## src/rtl/div32u_pkg.sv

```systemverilog
// Shared definitions for the sequential 2W/W unsigned divider.
// Build option: define DIV32U_TRUNC_EN for the truncated variant, which skips
// the lowest TRUNC_BITS dividend bits. Without it the division is exact.
package div32u_pkg;

  localparam int W_DEF      = 16;
  localparam int TRUNC_BITS = 4;

  typedef enum logic [1:0] {
    ST_IDLE = 2'd0,
    ST_CALC = 2'd1,
    ST_DONE = 2'd2
  } div_state_e;

  // Number of restoring steps CALC performs for a divisor width w.
  function automatic int steps_for(input int w);
`ifdef DIV32U_TRUNC_EN
    return w - TRUNC_BITS;
`else
    return w;
`endif
  endfunction

  localparam int DIV_STEPS = steps_for(W_DEF);

endpackage

```

## src/rtl/div32u_seq_div_step.sv

```systemverilog
// One restoring division step: shift the next dividend bit into the partial
// remainder, subtract the divisor when it fits, and report the quotient bit.
module div_step #(
  parameter int W = 16
) (
  input  logic [W-1:0] rem_i,
  input  logic         bit_i,
  input  logic [W-1:0] div_i,
  output logic [W-1:0] rem_o,
  output logic         q_o
);

  logic [W:0]   shifted;
  logic [W-1:0] diff;

  // rem_i < div_i on entry, so the shifted value is below 2*div_i and the
  // difference, when taken, always fits in W bits.
  always_comb begin
    shifted = {rem_i, bit_i};
    diff    = shifted[W-1:0] - div_i;
    q_o     = (shifted >= {1'b0, div_i});
    rem_o   = q_o ? diff : shifted[W-1:0];
  end

endmodule

```

## src/rtl/div32u_seq.sv

```systemverilog
// Sequential unsigned divider: 2W-bit dividend by W-bit divisor, one
// restoring step per cycle, with divide-by-zero and quotient-overflow
// shortcuts that finish immediately.
// Build option: DIV32U_TRUNC_EN selects the truncated variant (W-4 steps on
// a[2W-1:4], quotient low bits forced to zero).
//
// Handshakes: an operand pair is taken on a rising edge where
// in_valid && in_ready; a result is consumed on a rising edge where
// out_valid && out_ready. in_ready is high only in IDLE and out_valid only in
// DONE, so capture and result handoff can never share an edge.
module div32u_seq
  import div32u_pkg::*;
#(
  parameter int W = W_DEF
) (
  input  logic           clk,
  input  logic           rst,
  input  logic           in_valid,
  output logic           in_ready,
  input  logic [2*W-1:0] a,
  input  logic [W-1:0]   b,
  output logic           out_valid,
  input  logic           out_ready,
  output logic [W-1:0]   q,
  output logic [W-1:0]   r,
  output logic           dbz,
  output logic           ovf,
  output logic [1:0]     dbg_state
);

  localparam int STEPS = steps_for(W);
  localparam int CW    = $clog2(W + 1);

  div_state_e    state_q, state_d;
  logic [CW-1:0] cnt_q, cnt_d;
  logic [W-1:0]  rem_q, rem_d;
  logic [W-1:0]  lo_q, lo_d;   // remaining dividend bits, quotient shifts in
  logic [W-1:0]  div_q, div_d;
  logic          dbz_q, dbz_d;
  logic          ovf_q, ovf_d;

  logic [W-1:0]  step_rem;
  logic          step_qbit;
  logic          ovf_in;

  div_step #(.W(W)) u_step (
    .rem_i (rem_q),
    .bit_i (lo_q[W-1]),
    .div_i (div_q),
    .rem_o (step_rem),
    .q_o   (step_qbit)
  );

  assign ovf_in    = (a[2*W-1:W] >= b) && (b != '0);
  assign in_ready  = (state_q == ST_IDLE);
  assign out_valid = (state_q == ST_DONE);
  assign q         = lo_q;
  assign r         = rem_q;
  assign dbz       = dbz_q;
  assign ovf       = ovf_q;
  assign dbg_state = state_q;

  // Next-state and datapath selection for capture, stepping and handoff.
  always_comb begin
    state_d = state_q;
    cnt_d   = cnt_q;
    rem_d   = rem_q;
    lo_d    = lo_q;
    div_d   = div_q;
    dbz_d   = dbz_q;
    ovf_d   = ovf_q;
    case (state_q)
      ST_IDLE: begin
        if (in_valid) begin
          div_d = b;
          cnt_d = '0;
          if (b == '0) begin
            dbz_d   = 1'b1;
            ovf_d   = 1'b0;
            lo_d    = '1;
            rem_d   = a[W-1:0];
            state_d = ST_DONE;
          end else if (ovf_in) begin
            dbz_d   = 1'b0;
            ovf_d   = 1'b1;
            lo_d    = '1;
            rem_d   = '0;
            state_d = ST_DONE;
          end else begin
            dbz_d   = 1'b0;
            ovf_d   = 1'b0;
            rem_d   = a[2*W-1:W];
            lo_d    = a[W-1:0];
            state_d = ST_CALC;
          end
        end
      end
      ST_CALC: begin
        rem_d = step_rem;
        lo_d  = {lo_q[W-2:0], step_qbit};
        cnt_d = cnt_q + CW'(1);
        if (cnt_q == CW'(STEPS - 1)) begin
          state_d = ST_DONE;
`ifdef DIV32U_TRUNC_EN
          // Drop the unused dividend bits still sitting above the quotient
          // and align the quotient so its low TRUNC_BITS read as zero.
          lo_d = {lo_q[W-TRUNC_BITS-2:0], step_qbit, {TRUNC_BITS{1'b0}}};
`endif
        end
      end
      ST_DONE: begin
        if (out_ready) state_d = ST_IDLE;
      end
      default: state_d = ST_IDLE;
    endcase
  end

  // State and datapath registers with synchronous reset.
  always_ff @(posedge clk) begin
    if (rst) begin
      state_q <= ST_IDLE;
      cnt_q   <= '0;
      rem_q   <= '0;
      lo_q    <= '0;
      div_q   <= '0;
      dbz_q   <= 1'b0;
      ovf_q   <= 1'b0;
    end else begin
      state_q <= state_d;
      cnt_q   <= cnt_d;
      rem_q   <= rem_d;
      lo_q    <= lo_d;
      div_q   <= div_d;
      dbz_q   <= dbz_d;
      ovf_q   <= ovf_d;
    end
  end

endmodule

```

## config.mk

```make
export PLATFORM = sky130hd
export DESIGN_NAME = div32u_seq
export DESIGN_NICKNAME = d
export VERILOG_FILES = /design/src/rtl/div32u_pkg.sv /design/src/rtl/div32u_seq_div_step.sv /design/src/rtl/div32u_seq.sv
export SDC_FILE = /design/constraint.sdc
export NUM_CORES = 1
export LEC_CHECK = 0
export CORE_UTILIZATION = 30
export CTS_CLUSTER_SIZE = 10
export DETAILED_ROUTE_END_ITERATION = 6
export SYNTH_ARGS = -nofsm -noshare
export SYNTH_HDL_FRONTEND = slang
export SYNTH_HIERARCHICAL = 1
export SYNTH_SLANG_ARGS = --single-unit
```

## constraint.sdc

```tcl
create_clock -name clk -period 4.81 [get_ports clk]
set_clock_uncertainty 0.15 [all_clocks]
set_input_delay 0.962 -clock clk [delete_from_list [all_inputs] [get_ports clk]]
set_output_delay 0.962 -clock clk [all_outputs]
set_load 0.02 [all_outputs]
```

# After elaboration in Yosys (flattened, before gate mapping)

Cells that the tools add are included.

$lt $le $gt $ge: 2
$add $sub $neg: 2
Multiplexer cells: 20
Reductions and logical operators: 8
Equal/unequal tests: 6

Operators by type and width:

| operator                                              | count |
|---|---|
| 2-to-1 mux 16 bit                                     | 7 |
| case mux 16 bit (2 select lines)                      | 2 |
| >= comparator 17 x 16 -> 1 bit                        | 1 |
| >= comparator 16 bit                                  | 1 |
| zero test 16 bit                                      | 1 |
| nonzero test 16 bit                                   | 1 |
| subtractor 16 bit                                     | 1 |
| 2-to-1 mux 2 bit                                      | 5 |
| case mux 5 bit (2 select lines)                       | 1 |
| case mux 2 bit (3 select lines)                       | 1 |
| adder 5 x 1 -> 5 bit, second input constant           | 1 |
| == test 5 x 4 -> 1 bit, second input constant         | 1 |
| 2-to-1 mux 5 bit                                      | 1 |
| inequality test 2 bit, second input constant          | 2 |
| AND reduction 2 bit                                   | 2 |
| 2-to-1 mux 1 bit                                      | 3 |
| AND reduction 3 bit                                   | 1 |
| == test 2 x 1 -> 1 bit, second input constant         | 1 |
| == test 2 bit, second input constant                  | 1 |
| zero test 2 bit                                       | 1 |
| inequality test 2 x 1 -> 1 bit, second input constant | 1 |
| nonzero test 2 bit                                    | 1 |
| logical AND 1 bit                                     | 1 |

Input bits: 52
Output and inout port bits: 38
Register bits after elaboration: 57
Word-level logic and storage cells: 45

# Depth between registers and ports, before layout

Depth after elaboration: 6
Gate-level depth with buffers: 13
Depth with buffers taken out: 11

# Hierarchy

The synthesis kept the hierarchy.

Modules (own cells, without submodules):

| module     | instances | cells an instance | area each (um2) |
|---|---|---|---|
| div32u_seq | 1         | 354               | 3098.0 |
| div_step   | 1         | 156               | 1164.9 |

# Worst setup path before layout

No wires, ideal clock.

Kind: register to register
Start point: register rem_q[13], in the netlist r[13]
End point: register rem_q[10], in the netlist r[10]
Path slack: 1.677 ns
Setup time: 0.144 ns
Data required time: 4.516 ns
Path buffers: 2
Data arrival time: 2.839 ns
Stages on the path, launching flop included: 13
Path through: dfxtp_1 -> ha_1 -> buf_6 -> a21o_1 -> a211o_1 -> a41o_1 -> a31oi_4 -> o21a_4 -> inv_4 -> buf_12 -> mux2_4 -> a222oi_1 -> o32ai_2

Word-level cells in the longest chain between the ends: 3

Ends and longest elaborated chain:

| what                             | line                      | source |
|---|---|---|
| from (decl)                      | div32u_seq.sv:36          | `logic [W-1:0] rem_q, rem_d;` |
| from (signal assigned)           | div32u_seq.sv:131         | `rem_q <= rem_d;` |
| >= comparator 17 x 16 -> 1 bit   | div32u_seq_div_step.sv:21 | `q_o = (shifted >= {1'b0, div_i});` |
| via step_qbit                    | div32u_seq.sv:43          | `logic step_qbit;` |
| 2-to-1 mux 16 bit                | div32u_seq_div_step.sv:22 | `rem_o = q_o ? diff : shifted[W-1:0];` |
| via step_rem[10]                 | div32u_seq.sv:42          | `logic [W-1:0] step_rem;` |
| case mux 16 bit (2 select lines) | div32u_seq.sv:72          | `case (state_q)` |

The timed path passes the listed nets, and every way through them passes these cells.
A chain may end at the register's enable or synchronous reset.

# Worst setup path in the final report

Start point: input port b[13]
End point: register rem_q[15], in the netlist r[15]

Word-level cells in the longest chain between the ends: 6

Ends and longest elaborated chain:

| what                                                               | line             | source |
|---|---|---|
| from (decl)                                                        | div32u_seq.sv:21 | `input logic [W-1:0] b,` |
| >= comparator 16 bit / nonzero test 16 bit (equally long branches) | div32u_seq.sv:54 | `assign ovf_in = (a[2*W-1:W] >= b) && (b != '0);` |
| logical AND 1 bit                                                  | div32u_seq.sv:54 |  |
| 2-to-1 mux 16 bit                                                  | div32u_seq.sv:83 | `end else if (ovf_in) begin` |
| 2-to-1 mux 16 bit (*)                                              | div32u_seq.sv:77 | `if (b == '0) begin` |
| 2-to-1 mux 16 bit (*)                                              | div32u_seq.sv:74 | `if (in_valid) begin` |
| case mux 16 bit (2 select lines) (*)                               | div32u_seq.sv:72 |  |

Mark *: on every way between the ends. The rest lies on a longest branch, timed or not. The select of a mux whose other input is x is not followed.

==> impl_metrics.env <==
export IMPL_synth_area_top_cells="dfxtp_1 27%, ha_1 10%, a21oi_1 8.1%"
export IMPL_gp_routability_congestion=0.851
export IMPL_cts_tree="yes"
export IMPL_synth_top_cells_by_count="69 x a21oi_1, 58 x inv_1, 57 x dfxtp_1"
export IMPL_synth_warnings=6
export IMPL_antenna_found_initial=0
export IMPL_post_synth_num_cell_types=61
export IMPL_grt_pass1_vias=4138
export IMPL_die_width_um=121
export IMPL_worstMarginPinSlew_ps=1250
export IMPL_routed_top_layer="met4"
export IMPL_maxSlewViolCount=0
export IMPL_post_cts_hold_buffer_count=0
export IMPL_synth_edff_count=0
export IMPL_fp_row_count=43
export IMPL_detail_route_wirelength_mm=13.7
export IMPL_grt_pass1_wl_mm=21.8
export IMPL_layout_drive_gt1_share_pct=9.28
export IMPL_floorplan_die_height_um=121
export IMPL_number_of_endpoints_failing_setup_at_the_final_stage=0
export IMPL_grt_overflow_total=0
export IMPL_dr_total_vias=4294
export IMPL_synthesis_area_mm2=0.00426
export IMPL_post_cts_buffers=0
export IMPL_wl_met1_mm=6.71
export IMPL_placement_setup_worst_slack_ps=800
export IMPL_num_io_pins=90
export IMPL_timing_critical_path_arrival_ps=3730
export IMPL_worst_r2r_setup_slack_ps=1530
export IMPL_fmax_mhz=274
export IMPL_shortest_period_the_worst_path_allows_ps=3650
export IMPL_critPathRequiredTime_ps=4900
export IMPL_floorplan_die_area_mm2=0.0147
export IMPL_latest_clock_arrival_within_the_worst_skew_pair_ps=340
export IMPL_final_design_area_no_fill_mm2=0.00558
export IMPL_synthMostInstantiatedCell="a21oi_1"
export IMPL_detailed_place_hpwl_mm=9.86
export IMPL_post_dp_cell_area_mm2=0.00524
export IMPL_leakage_uw=0.00223
export IMPL_setup_worst_path_start_class="input port"
export IMPL_postLayoutCoreUtil_pct=40.2
export IMPL_synthDominantCellAreaShare_pct=26.8
export IMPL_critPathCaptureType="register"
export IMPL_grt_util_all_layers_pct=19.4
export IMPL_design_final_nets=664
export IMPL_synth_cells=510
export IMPL_coreArea_mm2=0.0139
export IMPL_worst_supply_voltage_drop_on_vdd_v=0.000202
export IMPL_dominantRegCellSynth="dfxtp_1"
export IMPL_n_antenna_cell=0
export IMPL_min_period_over_period_pct=75.8
export IMPL_drv_max_cap_violation_count=0
export IMPL_start_util_pct=30.7
export IMPL_critPathMaxFanout=16
export IMPL_place_port_buffers=89
export IMPL_post_route_drc_count=5
export IMPL_worst_r2r_startpoint="div_q[2]"
export IMPL_post_drt_antenna_nets=0
export IMPL_ctsLongestPathBuffers=2
export IMPL_drt_pass1_iterations=7
export IMPL_rsz0062_at_grt="false"
export IMPL_clock_root_cell="clkbuf_16"
export IMPL_outcome="finished, violations left"
export IMPL_cts_sinks=57
export IMPL_cts_buffers=9
export IMPL_ys_ff_latch=57
export IMPL_worst_setup_path_startpoint="b[13]"
export IMPL_worst_setup_hold_path_clk_slew_ps=50
export IMPL_p_per_area_mw_per_mm2=499
export IMPL_failed_checks="design-rule violations"
export IMPL_synth_seq_area_share_pct=26.8
export IMPL_most_area_hungry_cell_type_in_the_yosys_netlist="dfxtp_1"
export IMPL_worst_hold_path_type="reg2reg"
export IMPL_final_hold_vios=0
export IMPL_drtIter0Drc=457
export IMPL_min_path_cells=2
export IMPL_critPathKind="in2reg"
export IMPL_met2_wirelength_from_detailed_routing_mm=6.05
export IMPL_finalHoldWorstSlack_ps=306
export IMPL_crit_reg2reg_capture="r[2]"
export IMPL_count_of_h_tree_levels_built_during_cts=3
export IMPL_syn_mean_instance_area_um2=8.36
export IMPL_detailroute_wirelength_met3_um=812
export IMPL_smallest_setup_slack_after_layout_ps=1160
export IMPL_synth_async_reset_ratio_pct=0
export IMPL_route_detailed_vias_per_inst=5.64
export IMPL_totalNegativeSetupSlack_ps=0
export IMPL_layout_area_overhead_vs_synth_pct=31.0
export IMPL_endpoint="r[15]"
export IMPL_synth_fp_nets=597
export IMPL_average_routed_wire_per_standard_cell_um=18.0
export IMPL_maxSlewHeadroom_pct=16.3
export IMPL_worstRegToRegCells=11
export IMPL_cts_resized_gates=0
export IMPL_largest_net_degree_at_the_start_of_global_routing=58
==> power by group <==
part / internal [uW] / switching [uW]
Combinational: 670 / 758
Sequential: 535 / 71.0
Clock: 517 / 238
==> worst max-delay path: stages <==
cell and delay [ps]:
clkdlybuf4s50_1 510, inv_1 60, ha_1 280, and4_1 230, and2_1 150, and2_1 160, or4_1 930, o32ai_1 430
==> cell type report <==
type | instances | area [um2]
Sequential cell | 57 | 1140
Clock buffer | 10 | 239
Timing Repair Buffer | 93 | 916
Multi-Input combinational cell | 357 | 2730
Tap cell | 180 | 225
Inverter | 59 | 224
Clock inverter | 6 | 105
Fill cell | 1425 | 8300
==> worst min-delay path by stage <==
stage                           to  slack (ps)     start
final                     div_q[9]         310  div_q[9]
after global routing      div_q[3]         330  div_q[3]
after CTS                 div_q[9]         310  div_q[9]
after detailed placement  div_q[9]         300  div_q[9]
after global placement    cnt_q[3]         290  cnt_q[3]
after floorplan           cnt_q[3]         290  cnt_q[3]
==> per-layer routing <==
layer  vias to the layer above  GRT usage (%)
li1                       2054              -
met5                         -              0
met3                        16           3.76
met2                       139           29.7
met1                      2085           27.2
met4                         0           5.79
==> flip-flops by register name (all words and copies together), names as in the netlist <==
name       cells
ovf            1
dbz            1
cnt_q          5
div_q         16
q             16
r             16
dbg_state      2
==> metrics by stage <==
| stage | std cells | total power [uW] |
|---|---|---|
| after floorplan | 510 | 1710 |
| after detailed placement | 746 | 2030 |
| after CTS | 762 | 2800 |
| final | 762 | 2790 |
| after global routing | 762 | 2970 |
| after global placement | 746 | 2020 |
==> cell usage in the layout (no fill, tap or decap), drive strengths merged, types with 5 or more instances in the layout <==
cell type	netlist	layout
a21o	5	5
a21oi	69	69
a221oi	16	16
a222oi	16	16
a311oi	17	17
buf	6	5
clkbuf	31	10
clkdlybuf4s50	0	88
dfxtp	57	57
ha	34	34
inv	59	59
mux2	12	12
nand2	51	51
nand3	6	6
nor2	20	20
nor4	5	5
o21ai	11	11
o21bai	5	5
o32ai	16	16
xnor2	8	8
==> logic make-up (layout without fill, tap and decap cells) <==
kind of cell,Yosys count,after routing,synth area share (%)
xor+xnor,12,12,2.47
fa+ha+maj,35,35,10.4
mux,16,16,4.81
flops,57,57,26.8
compound gates,182,182,32.9
buf+inv,96,168,9.66
simple gates,112,112,13.0
Note: power is estimated with default switching activity, not from simulation.
